## src/rtl/alu_issue_stage_if.sv

```systemverilog
// Handshake bundle between the ID stage, the ALU issue stage and the ALU.
// master = upstream/downstream environment, slave = alu_issue_stage.
interface alu_issue_stage_if #(
   parameter int DW = 32,
   parameter int TW = 5
);
   // Both sides use strict valid/ready: a transfer happens on a rising edge
   // where valid and ready are both high; a producer holding valid keeps its
   // payload stable until that edge, and valid never depends on ready.
   logic          in_valid;
   logic          in_ready;
   logic [1:0]    in_aluop;
   logic [5:0]    in_funct;
   logic [DW-1:0] in_a;
   logic [DW-1:0] in_b;
   logic [TW-1:0] in_rd;

   logic          out_valid;
   logic          out_ready;
   logic [3:0]    out_sel;
   logic [DW-1:0] out_a;
   logic [DW-1:0] out_b;
   logic [TW-1:0] out_rd;
   logic          out_illegal;

   modport master (
      output in_valid, in_aluop, in_funct, in_a, in_b, in_rd, out_ready,
      input  in_ready, out_valid, out_sel, out_a, out_b, out_rd, out_illegal
   );

   modport slave (
      input  in_valid, in_aluop, in_funct, in_a, in_b, in_rd, out_ready,
      output in_ready, out_valid, out_sel, out_a, out_b, out_rd, out_illegal
   );
endinterface

```

## src/rtl/alu_issue_stage.sv

```systemverilog
// ID->EX issue stage: decodes ALUOp/funct into ALU_SEL and buffers the op
// through a 2-entry skid buffer whose in_ready comes straight from a flop.
module alu_issue_stage #(
   parameter int DW = 32,
   parameter int TW = 5
) (
   input  logic                clk,
   input  logic                reset,
   input  logic                flush,
   alu_issue_stage_if.slave    bus,
   output logic [1:0]          dbg_state
);

   typedef enum logic [1:0] {
      ST_EMPTY = 2'd0,
      ST_ONE   = 2'd1,
      ST_TWO   = 2'd2
   } state_t;

   typedef struct packed {
      logic          illegal;
      logic [3:0]    sel;
      logic [DW-1:0] a;
      logic [DW-1:0] b;
      logic [TW-1:0] rd;
   } entry_t;

   state_t state;
   state_t state_next;
   logic   main_valid;
   logic   skid_valid;
   logic   in_xfer;
   logic   out_xfer;
   logic   load_main;
   logic   load_skid;
   logic   move_skid;
   logic   [3:0] dec_sel;
   logic   dec_illegal;
   entry_t in_entry;
   entry_t main_q;
   entry_t skid_q;

   // ALUOp/funct decode into the ALU_32bit select encoding
   always_comb begin
      dec_sel     = 4'd2;
      dec_illegal = 1'b0;
      case (bus.in_aluop)
         2'b00: dec_sel = 4'd2;
         2'b01: dec_sel = 4'd6;
         2'b11: dec_sel = 4'd1;
         default: begin
            case (bus.in_funct)
               6'h20, 6'h21: dec_sel = 4'd2;
               6'h22, 6'h23: dec_sel = 4'd6;
               6'h24:        dec_sel = 4'd0;
               6'h25:        dec_sel = 4'd1;
               6'h27:        dec_sel = 4'd12;
               6'h2A:        dec_sel = 4'd8;
               6'h2B:        dec_sel = 4'd7;
               default: begin
                  dec_sel     = 4'd2;
                  dec_illegal = 1'b1;
               end
            endcase
         end
      endcase
   end

   always_comb begin
      in_entry.illegal = dec_illegal;
      in_entry.sel     = dec_sel;
      in_entry.a       = bus.in_a;
      in_entry.b       = bus.in_b;
      in_entry.rd      = bus.in_rd;
   end

   assign bus.in_ready = !skid_valid;
   assign in_xfer      = bus.in_valid & !skid_valid;
   assign out_xfer     = main_valid & bus.out_ready;

   // State register; the valid bits are registered copies of the next state
   always_ff @(posedge clk) begin
      if (reset || flush) begin
         state      <= ST_EMPTY;
         main_valid <= 1'b0;
         skid_valid <= 1'b0;
      end else begin
         state      <= state_next;
         main_valid <= (state_next != ST_EMPTY);
         skid_valid <= (state_next == ST_TWO);
      end
   end

   always_comb begin
      state_next = state;
      case (state)
         ST_EMPTY: if (in_xfer) state_next = ST_ONE;
         ST_ONE: begin
            if (in_xfer && !out_xfer)      state_next = ST_TWO;
            else if (!in_xfer && out_xfer) state_next = ST_EMPTY;
         end
         ST_TWO:   if (out_xfer) state_next = ST_ONE;
         default:  state_next = ST_EMPTY;
      endcase
   end

   // Load strobes; a flush cycle loads nothing so the dropped op never lands
   always_comb begin
      load_main = 1'b0;
      load_skid = 1'b0;
      move_skid = 1'b0;
      if (!flush) begin
         case (state)
            ST_EMPTY: load_main = in_xfer;
            ST_ONE: begin
               load_skid = in_xfer & !out_xfer;
               load_main = in_xfer & out_xfer;
            end
            ST_TWO:   move_skid = out_xfer;
            default: ;
         endcase
      end
   end

   always_ff @(posedge clk) begin
      if (reset) begin
         main_q <= '0;
         skid_q <= '0;
      end else begin
         if (load_main)      main_q <= in_entry;
         else if (move_skid) main_q <= skid_q;
         if (load_skid)      skid_q <= in_entry;
      end
   end

   assign bus.out_valid   = main_valid;
   assign bus.out_sel     = main_q.sel;
   assign bus.out_a       = main_q.a;
   assign bus.out_b       = main_q.b;
   assign bus.out_rd      = main_q.rd;
   assign bus.out_illegal = main_q.illegal;
   assign dbg_state       = state;

endmodule

```

## src/flat_wrapper.sv

```systemverilog
// flat-port wrapper written by rule: the top's interface ports become plain ports
module alu_issue_stage_flat 
#(
   parameter int DW = 32,
   parameter int TW = 5
)
  (clk, reset, flush, dbg_state, bus_in_valid, bus_in_aluop, bus_in_funct, bus_in_a, bus_in_b, bus_in_rd, bus_out_ready, bus_in_ready, bus_out_valid, bus_out_sel, bus_out_a, bus_out_b, bus_out_rd, bus_out_illegal);
  alu_issue_stage_if #(.DW(DW), .TW(TW)) bus_i ();
  input  logic clk;
  input  logic reset;
  input  logic flush;
  output logic [1:0] dbg_state;
  input wire logic [$bits(bus_i.in_valid)-1:0] bus_in_valid;
  input wire logic [$bits(bus_i.in_aluop)-1:0] bus_in_aluop;
  input wire logic [$bits(bus_i.in_funct)-1:0] bus_in_funct;
  input wire logic [$bits(bus_i.in_a)-1:0] bus_in_a;
  input wire logic [$bits(bus_i.in_b)-1:0] bus_in_b;
  input wire logic [$bits(bus_i.in_rd)-1:0] bus_in_rd;
  input wire logic [$bits(bus_i.out_ready)-1:0] bus_out_ready;
  output wire logic [$bits(bus_i.in_ready)-1:0] bus_in_ready;
  output wire logic [$bits(bus_i.out_valid)-1:0] bus_out_valid;
  output wire logic [$bits(bus_i.out_sel)-1:0] bus_out_sel;
  output wire logic [$bits(bus_i.out_a)-1:0] bus_out_a;
  output wire logic [$bits(bus_i.out_b)-1:0] bus_out_b;
  output wire logic [$bits(bus_i.out_rd)-1:0] bus_out_rd;
  output wire logic [$bits(bus_i.out_illegal)-1:0] bus_out_illegal;
  assign bus_i.in_valid = bus_in_valid;
  assign bus_i.in_aluop = bus_in_aluop;
  assign bus_i.in_funct = bus_in_funct;
  assign bus_i.in_a = bus_in_a;
  assign bus_i.in_b = bus_in_b;
  assign bus_i.in_rd = bus_in_rd;
  assign bus_i.out_ready = bus_out_ready;
  assign bus_in_ready = bus_i.in_ready;
  assign bus_out_valid = bus_i.out_valid;
  assign bus_out_sel = bus_i.out_sel;
  assign bus_out_a = bus_i.out_a;
  assign bus_out_b = bus_i.out_b;
  assign bus_out_rd = bus_i.out_rd;
  assign bus_out_illegal = bus_i.out_illegal;
  alu_issue_stage #(.DW(DW), .TW(TW)) u_core (.clk(clk), .reset(reset), .flush(flush), .bus(bus_i), .dbg_state(dbg_state));
endmodule
```

## config.mk

```make
export PLATFORM = sky130hd
export DESIGN_NAME = alu_issue_stage_flat
export DESIGN_NICKNAME = d
export VERILOG_FILES = /design/src/rtl/alu_issue_stage_if.sv /design/src/rtl/alu_issue_stage.sv /design/src/flat_wrapper.sv
export SDC_FILE = /design/constraint.sdc
export NUM_CORES = 1
export LEC_CHECK = 0
export ABC_AREA = 1
export BUFFER_PORTS_ARGS = -buffer_cell sky130_fd_sc_hd__buf_2
export CAP_MARGIN = 15
export CORE_ASPECT_RATIO = 1.1
export CORE_MARGIN = 5
export CORE_UTILIZATION = 40
export CTS_BUF_LIST = sky130_fd_sc_hd__clkbuf_4 sky130_fd_sc_hd__clkbuf_8 sky130_fd_sc_hd__clkbuf_16
export DETAILED_ROUTE_END_ITERATION = 6
export PLACE_DENSITY = 0.66
export SYNTH_ARGS = -nofsm -noshare
export SYNTH_HDL_FRONTEND = slang
export SYNTH_SLANG_ARGS = --single-unit
```

## constraint.sdc

```tcl
create_clock -name clk -period 1.3 [get_ports clk]
set_input_delay 0.325 -clock clk [delete_from_list [all_inputs] [get_ports clk]]
set_output_delay 0.325 -clock clk [all_outputs]
set_load 0.005 [all_outputs]
```

==> results of run 1 <==
-- final timing paths --
path | slack, ps | cells past startpoint | to
hold / removal | 160 | 3 | u_core.skid_q[59]$_SDFFE_PP0P_
setup reg to reg | -220 | 8 | u_core.bus.out_a[4]$_SDFFE_PP0P_
hold reg to reg | 450 | 2 | u_core.skid_q[35]$_SDFFE_PP0P_
setup / recovery | -220 | 8 | u_core.bus.out_a[4]$_SDFFE_PP0P_
-- worst register-to-register path: stages, from the launching register on --
cell and delay (ps):
dfxtp_4 370, nor2_4 120, nand2_2 80, nor2_4 120, inv_4 100, buf_6 150, buf_4 160, o21ai_0 200
a21oi_1 110
-- cell type report --
cell class                 instances  area (um2)  share of cell area
multi-input combinational        550        3060               0.326
sequential                       152        3050               0.325
timing repair buffer             244        2190               0.234
clock buffer                      20         467              0.0498
tap                              196         245              0.0262
inverter                          43         189              0.0201
clock inverter                    12         173              0.0184
antenna                            1        2.50            0.000267
-- kinds of logic (layout without fill, tap and decap cells) --
logic type,Yosys count,count (layout),share of synthesized area
AOI/OAI and AO/OA,296,296,0.247
and+or+nand+nor,253,254,0.168
DFF,152,152,0.507
other,0,1,0
buffers and inverters,103,319,0.0781
-- power by group --
group	switching (mW)	internal, mW
Clock	1.97	3.36
Sequential	0.0965	4.84
Combinational	0.776	0.670
Total	2.85	8.87
-- metrics by stage --
step | setup TNS, ps | power, mW
3_5_place_dp | -34700 | 6.08
4_1_cts | -14660 | 11.5
6_report | -18740 | 11.7
5_1_grt | -27960 | 12.1
3_3_place_gp | -30040 | 6.07
2_1_floorplan | -1260 | 5.53
-- per-layer routing --
| layer | vias up | GRT usage | share of wire |
|---|---|---|---|
| met3 | 42 | 0.0513 | 0.065 |
| met5 | - | 0 | 0 |
| li1 | 3092 | - | - |
| met4 | 0 | 0.0757 | 0.028 |
| met1 | 3006 | 0.250 | 0.41 |
| met2 | 229 | 0.356 | 0.50 |
-- registers in the layout, summed over array words and instances, names as in the netlist --
name                    count
u_core.bus.out_b           32
u_core.skid_q              74
u_core.dbg_state            2
u_core.bus.out_sel          4
u_core.bus.out_rd           5
u_core.bus.out_valid        1
u_core.bus.out_a           32
u_core.skid_valid           1
u_core.bus.out_illegal      1
-- synth_stat cells (3+ instances only) --
cell,count,area share
a21oi_1,147,0.12
nand4_1,4,0.0042
inv_2,6,0.0038
buf_2,12,0.010
buf_4,8,0.010
nand2_2,3,0.0031
nand3_1,17,0.014
o21ai_0,128,0.11
clkbuf_1,34,0.021
buf_6,5,0.0094
dfxtp_1,152,0.51
nor2_1,30,0.019
nand2_1,195,0.12
inv_1,37,0.023
o21ai_1,19,0.016
-- repair_timing --
action                                  4_1_cts  5_1_grt
resized for setup                            93      157
hold buffers                                  0        0
endpoints found under the setup margin      150      150
gates cloned                                  7       21
buffers inserted                              8        6
pin swaps                                    11       16
==> flow_summary.ini, run 1 <==
[sta]
relSlewSlack = 0.660
setup_viol = 149
fmax_mhz = 657
rsz0062_at_grt = yes
tightest_slew_ps = 510
fin_crit_sh = 1.17
hold_violations = 0
slew_violations = 0
setup_ws_ps = -221
fin_crit_ps = 1520
fin_skew_ps = 6.96
whs_ps = 157

[global_route]
grt_pass1_wl_mm = 29.7
grt_util_all_layers = 0.207
grt_pass1_vias = 5967
antenna_found_initial = 0
grt-ovfl-total = 0
grt_max_degree = 49

[hold_path]
hp-start = bus_in_a[22]
holdCritPathClass = in2reg

[cts]
ctsHtreeMaxLevel = 4
cts_sinks = 152
cts_tree = yes
clk_path_buf_depth = 2
cts_buffers = 17
clk_latency_ps = 420
clk_pin_slew_ps = 60
clockRootBuffer = clkbuf_16

[finish]
layout.cells.most_common_list = buf_2 (158), dfxtp_1 (148), nand2_1 (138), a21oi_1 (108), o21ai_1 (69)
final_core_util = 0.630
num-nets-final = 1090
area_delta_synth_final_pct = 56.2
final_cell_area_um2 = 9380
stdcell_count = 1218
layout.cells.most_common = buf_2
nFillCells = 1288
drive_gt1_frac = 0.415

[synth]
ys_seq_elements = 152
async_reset_ff_frac = 0
synth_edf_count = 0
ys.flop_type = dfxtp_1
syn_inst = 804
syn_area_um2 = 6000
synth.net_count = 886
ys_types = 22
ys_warn_count = 0
avgSynthCellArea_um2 = 7.47
yosysSeqAreaShare = 0.507

[floorplan]
ios = 160
initial_core_util = 0.404
fp.dieW_um = 127
core-area_um2 = 14900
die-area_um2 = 17600
rows = 47
die_y_um = 139

[setup_path]
critPathMostFrequentCell = nor2_4
cp-startpoint = u_core.dbg_state[0]$_SDFF_PP0_
critPathSlowestCell = dfxtp_4
worstSetupEndpointType = flip-flop
critPathKind = reg2reg
path_cells = nor2_4 > nand2_2 > nor2_4 > inv_4 > buf_6 > buf_4 > o21ai_0 > a21oi_1
arrival_ps = 1820
worst-path-max-fanout = 7
crit_path_start_kind = flip-flop
critical_path.top_delay_family = buffers and inverters
r2r-start = u_core.dbg_state[0]$_SDFF_PP0_
critPathMaxStageDelay_ps = 370
cp.required_ps = 1600
cp.buffers_inverters = 3

[pwr]
leakage_nw = 4.00
p_per_area_nw_per_um2 = 1250
irDropWorstVdd_uv = 802

[placed_design]
placed_cell_area_um2 = 7280
dp_hpwl_mm = 11.4
place.gp.congestion = 0.761
dp_cells = 1146
numPortBuffers = 159
dp_slack_ps = -291

[detailed_routing]
drc = 0
postRouteAntennaNets = 0
wl_per_cell_um = 17.5
vias = 6369
drt-total-wl_mm = 21.3
first_pass_iters = 7
drtIter0Drc = 379
vias_per_cell = 5.23

[outcome]
status = complete, but fails checks
violations = setup timing

[run]
cap_violations = 0
(Power assumes the default switching activity.)
==> run 2: changes to the inputs <==
--- a/config.mk
+++ b/config.mk
@@ -5,15 +5,13 @@
 export SDC_FILE = /design/constraint.sdc
 export NUM_CORES = 1
 export LEC_CHECK = 0
-export ABC_AREA = 1
-export BUFFER_PORTS_ARGS = -buffer_cell sky130_fd_sc_hd__buf_2
 export CAP_MARGIN = 15
 export CORE_ASPECT_RATIO = 1.1
 export CORE_MARGIN = 5
 export CORE_UTILIZATION = 40
 export CTS_BUF_LIST = sky130_fd_sc_hd__clkbuf_4 sky130_fd_sc_hd__clkbuf_8 sky130_fd_sc_hd__clkbuf_16
 export DETAILED_ROUTE_END_ITERATION = 6
-export PLACE_DENSITY = 0.66
+export DONT_BUFFER_PORTS = 1
 export SYNTH_ARGS = -nofsm -noshare
 export SYNTH_HDL_FRONTEND = slang
 export SYNTH_SLANG_ARGS = --single-unit
==> flow_summary.ini, run 2 <==
[synth]
syn_inst = 719
ys_warn_count = 0
synth.net_count = 801
synth_most_common_cell = dfxtp_1
synth_edf_count = 0
ys_top_cells_by_area = dfxtp_1 (48%), a21oi_1 (12%), nand2_1 (9.0%), mux2i_1 (8.8%), a311oi_1 (7.4%)
syn_area_um2 = 6270
avgSynthCellArea_um2 = 8.73
ys.flop_type = dfxtp_1
synth_top_cell_area_share = 0.485
ys_types = 39
synth_common_cells = dfxtp_1 (152), nand2_1 (150), a21oi_1 (145)
async_reset_ff_frac = 0
yosysSeqAreaShare = 0.485
ys_seq_elements = 152
yosys.area.top_type = dfxtp_1

[pwr]
p_per_area_nw_per_um2 = 1270
leakage_nw = 3.02
irDropWorstVdd_uv = 813
p_sw_frac = 0.243
p_int_mw = 8.26
p_sw_mw = 2.65
power_frac_comb = 0.106
seqPwrFrac = 0.457
power_frac_clock = 0.437
finalPower_mw = 10.9

[detailed_routing]
vias = 5575
vias_per_cell = 5.82
drc = 0
postRouteAntennaNets = 0
first_pass_iters = 4
drt-total-wl_mm = 20.0
wl_per_cell_um = 20.9
drtIter0Drc = 307

[floorplan]
initial_core_util = 0.403
ios = 160
fp.dieW_um = 129
core-area_um2 = 15600
rows = 48
die_y_um = 141
die-area_um2 = 18300

[setup_path]
r2r-start = u_core.dbg_state[1]$_SDFF_PP0_
worstSetupEndpoint = u_core.bus.out_b[3]$_SDFFE_PP0P_
cp.required_ps = 1580
arrival_ps = 2120
critPathKind = reg2reg
cp-startpoint = u_core.dbg_state[1]$_SDFF_PP0_
crit_path_start_kind = flip-flop
r2r_cells = 6
rrSetupSlack_ps = -540
r2r-end = u_core.bus.out_b[3]$_SDFFE_PP0P_
worst-path-max-fanout = 18
worstSetupEndpointType = flip-flop

[cts]
clk_latency_ps = 410
clockRootBuffer = clkbuf_16
ctsHtreeMaxLevel = 4
clk_path_buf_depth = 2
cts_sinks = 152
clk_pin_slew_ps = 60
cts_tree = yes
cts_buffers = 17

[finish]
drive_gt1_frac = 0.322
final_core_util = 0.552
regArea_um2 = 3050
nFillCells = 1355
largest_reg_flops = 74
stdcell_count = 958
layout.cells.most_common = dfxtp_1
layout.cells.most_common_list = dfxtp_1 (149), nand2_1 (103), a21oi_1 (88), a21oi_2 (57), mux2i_1 (51)
multiInputGateArea_um2 = 3580
largest_register = u_core.skid_q
n_antenna_cell = 0
area_delta_synth_final_pct = 36.8
num-nets-final = 828

[global_route]
grt_max_degree = 151
grt_pass1_wl_mm = 28.8
antenna_found_initial = 0
grt_pass1_vias = 5395
grt-ovfl-total = 0
grt_util_all_layers = 0.199

[sta]
fin_crit_ps = 1840
fin_skew_ps = 5.91
fmax_mhz = 543
rsz0062_at_grt = yes
relSlewSlack = 0.742
setup_ws_ps = -541
fin_crit_sh = 1.42
setup_viol = 150
slew_violations = 0
tightest_slew_ps = 385
whs_ps = -10.2
hold_violations = 1

[hold_path]
holdCritPathClass = in2reg
hold_depth = 1

[run]
cap_violations = 0

[placed_design]
dp_cells = 897
dp_slack_ps = -527
numPortBuffers = 0
dp_hpwl_mm = 11.7
place.gp.congestion = 0.829

[outcome]
violations = hold timing, setup timing
status = complete, but fails checks
-- run 2: cell count changes after synthesis, moves of 24 or more --
cell      change
nand2_1      -45
o21ai_0     -107
a311oi_1     +53
mux2i_1      +55
inv_1        -34
nor2_1       -24
-- run 2: cells by family after synthesis --
kind of cell | count (synthesis) | synth area share
AO/OA/AOI/OAI | 256 | 0.252
buffers and inverters | 73 | 0.0504
flip-flops | 152 | 0.485
multiplexers | 55 | 0.0877
AND/OR/NAND/NOR | 183 | 0.125
-- run 2: cell type report --
type | instances | area share
Clock buffer | 22 | 0.0561
Sequential cell | 152 | 0.355
Clock inverter | 9 | 0.0108
Tap cell | 200 | 0.0291
Timing Repair Buffer | 76 | 0.130
Inverter | 4 | 0.00189
Multi-Input combinational cell | 495 | 0.417
-- run 2: stage by stage --
stage	area, um2	setup TNS, ps	hold WS (ps)
after floorplan	6360	-39240	436
after global placement	6800	-53260	407
after detailed placement	6800	-59540	411
after CTS	7870	-58950	-31.9
after global routing	8590	-72040	-38.8
final	8590	-64740	-10.2
-- run 2: power groups by stage --
stage	clock [mW]	combinational [mW]	sequential (mW)
finish	4.77	1.15	4.99
global route	5.10	1.24	5.01
CTS	4.87	1.00	4.99
detailed placement	0	0.848	5.09
global placement	0	0.818	5.09
floorplan	0	0.694	5.04
-- run 2: worst min path at each step --
stage	slack, ps	end	startpoint
3_5_place_dp	410	u_core.skid_q[45]$_SDFFE_PP0P_	reset
6_report	-10	u_core.skid_q[45]$_SDFFE_PP0P_	reset
3_3_place_gp	410	u_core.skid_q[30]$_SDFFE_PP0P_	reset
2_1_floorplan	440	u_core.skid_q[10]$_SDFFE_PP0P_	u_core.skid_q[10]$_SDFFE_PP0P_
5_1_grt	-40	u_core.skid_q[45]$_SDFFE_PP0P_	reset
4_1_cts	-30	u_core.skid_q[45]$_SDFFE_PP0P_	reset
-- run 2: layer usage --
| layer | GRT usage | vias up | part of all wire |
|---|---|---|---|
| li1 | - | 2670 | - |
| met1 | 0.228 | 2710 | 0.38 |
| met2 | 0.353 | 163 | 0.52 |
| met3 | 0.0697 | 32 | 0.079 |
| met4 | 0.0492 | 0 | 0.015 |
| met5 | 0 | - | 0 |
-- run 2: timing repair --
item / CTS / global route
resized for setup: 49 / 140
hold endpoints to repair: 119 / 137
endpoints found under the setup margin: 151 / 153
pin swaps: 23 / 80
cloned: 8 / 5
buffers inserted: 8 / 11
-- run 2: worst max-delay path, stage by stage, from the launching register on --
cell and delay, ps:
dfxtp_2 330, or3b_4 440, nor3_4 170, buf_12 180, buf_12 180, mux2i_1 250, a311oi_1 140
==> run 3: changes to the inputs <==
--- a/config.mk
+++ b/config.mk
@@ -5,13 +5,14 @@
 export SDC_FILE = /design/constraint.sdc
 export NUM_CORES = 1
 export LEC_CHECK = 0
-export CAP_MARGIN = 15
+export CAP_MARGIN = 0
 export CORE_ASPECT_RATIO = 1.1
 export CORE_MARGIN = 5
 export CORE_UTILIZATION = 40
 export CTS_BUF_LIST = sky130_fd_sc_hd__clkbuf_4 sky130_fd_sc_hd__clkbuf_8 sky130_fd_sc_hd__clkbuf_16
 export DETAILED_ROUTE_END_ITERATION = 6
 export DONT_BUFFER_PORTS = 1
+export HOLD_SLACK_MARGIN = 0.1
 export SYNTH_ARGS = -nofsm -noshare
 export SYNTH_HDL_FRONTEND = slang
 export SYNTH_SLANG_ARGS = --single-unit
==> flow_summary.ini, run 3 (synthesis results as in run 2) <==
[detailed_routing]
drtIter0Drc = 297
drt-total-wl_mm = 20.0
wl_per_cell_um = 20.8
postRouteAntennaNets = 0
drc = 0
vias = 5619
first_pass_iters = 5
vias_per_cell = 5.86

[placed_design]
dp_cells = 897
dp_slack_ps = -527
place.gp.congestion = 0.829
dp_hpwl_mm = 11.7
numPortBuffers = 0

[floorplan]
die_y_um = 141
core-area_um2 = 15600
rows = 48
initial_core_util = 0.403
die-area_um2 = 18300
ios = 160
fp.dieW_um = 129

[cts]
postCtsHoldBufs = 1
clockRootBuffer = clkbuf_16
clk_latency_ps = 420
clk_path_buf_depth = 2
cts_tree = yes
ctsHtreeMaxLevel = 4
cts_sinks = 152
clk_pin_slew_ps = 60
cts_buffers = 17

[global_route]
antenna_found_initial = 0
grt_util_all_layers = 0.199
grt_pass1_vias = 5409
grt_pass1_wl_mm = 28.8
grt_max_degree = 151
grt-ovfl-total = 0

[sta]
slew_violations = 0
tightest_slew_ps = 385
rsz0062_at_grt = yes
setup_viol = 150
fin_skew_ps = 5.90
fin_crit_sh = 1.41
setup_ws_ps = -529
fmax_mhz = 547
relSlewSlack = 0.742
whs_ps = -10.3
fin_crit_ps = 1830
hold_violations = 1

[pwr]
leakage_nw = 3.02
p_per_area_nw_per_um2 = 1270
irDropWorstVdd_uv = 810

[finish]
stdcell_count = 959
largest_register = u_core.skid_q
largest_reg_flops = 74
layout.cells.most_common_list = dfxtp_1 (149), nand2_1 (103), a21oi_1 (88), a21oi_2 (57), mux2i_1 (51)
final_core_util = 0.553
area_delta_synth_final_pct = 37.0
drive_gt1_frac = 0.321
num-nets-final = 829
layout.cells.most_common = dfxtp_1
n_antenna_cell = 0

[setup_path]
worst-path-max-fanout = 18
critPathKind = reg2reg
crit_path_start_kind = flip-flop
worstSetupEndpointType = flip-flop
arrival_ps = 2110
cp.required_ps = 1580

[run]
cap_violations = 0

[outcome]
status = complete, but fails checks
violations = hold timing, setup timing

[hold_path]
holdCritPathClass = in2reg
## run 3: changes by cell type in the layout (fill, tap and decap cells not counted)
cell	delta
dlygate4sd3_1	+1
## run 3: power breakdown
group | leakage (nW) | internal, mW | switching (mW)
Sequential | 1.24 | 4.84 | 0.147
Combinational | 1.51 | 0.588 | 0.568
Clock | 0.276 | 2.83 | 1.93
## run 3: worst paths after layout
path | from | cells after the start | to | slack, ps
worst max-delay path | u_core.dbg_state[1]$_SDFF_PP0_ | 6 | u_core.bus.out_b[3]$_SDFFE_PP0P_ | -530
worst min-delay path | reset | 1 | u_core.skid_q[45]$_SDFFE_PP0P_ | -10
worst max register to register | u_core.dbg_state[1]$_SDFF_PP0_ | 6 | u_core.bus.out_b[3]$_SDFFE_PP0P_ | -530
worst min register to register | u_core.skid_q[50]$_SDFFE_PP0P_ | 2 | u_core.skid_q[50]$_SDFFE_PP0P_ | 450
## run 3: routing by layer
layer / GRT usage / part of all wire / up-vias
li1: - / - / 2680
met1: 0.228 / 0.38 / 2740
met2: 0.353 / 0.52 / 170
met3: 0.0697 / 0.080 / 29
met4: 0.0492 / 0.015 / 0
met5: 0 / 0 / -
## run 3: cell type report
cell class	count	area, um2
multi-input combinational	495	3580
inverter	4	16.3
sequential	152	3050
clock inverter	9	92.6
tap	200	250
fill	1354	6960
clock buffer	22	482
timing repair buffer	77	1130
## run 3: what timing repair did
item | CTS | global route
endpoints found under the hold margin | 149 | 148
gates resized for setup | 49 | 140
setup endpoints to repair | 151 | 153
setup buffers | 8 | 11
cloned | 8 | 5
pin swaps | 23 | 80
## run 3: critical path: stages (launching register included)
cell and delay (ps):
dfxtp_2 330, or3b_4 440, nor3_4 170, buf_12 180
buf_12 180, mux2i_1 240, a311oi_1 130
## run 3: metrics by stage
stage	TNS (ps)	total power [mW]	hold slack, ps	area, um2
5_1_grt	-72050	11.3	-38.8	8600
6_report	-64710	10.9	-10.3	8600
2_1_floorplan	-39240	5.73	436	6360
3_3_place_gp	-53260	5.91	407	6800
3_5_place_dp	-59540	5.94	411	6800
4_1_cts	-58950	10.9	-31.9	7880
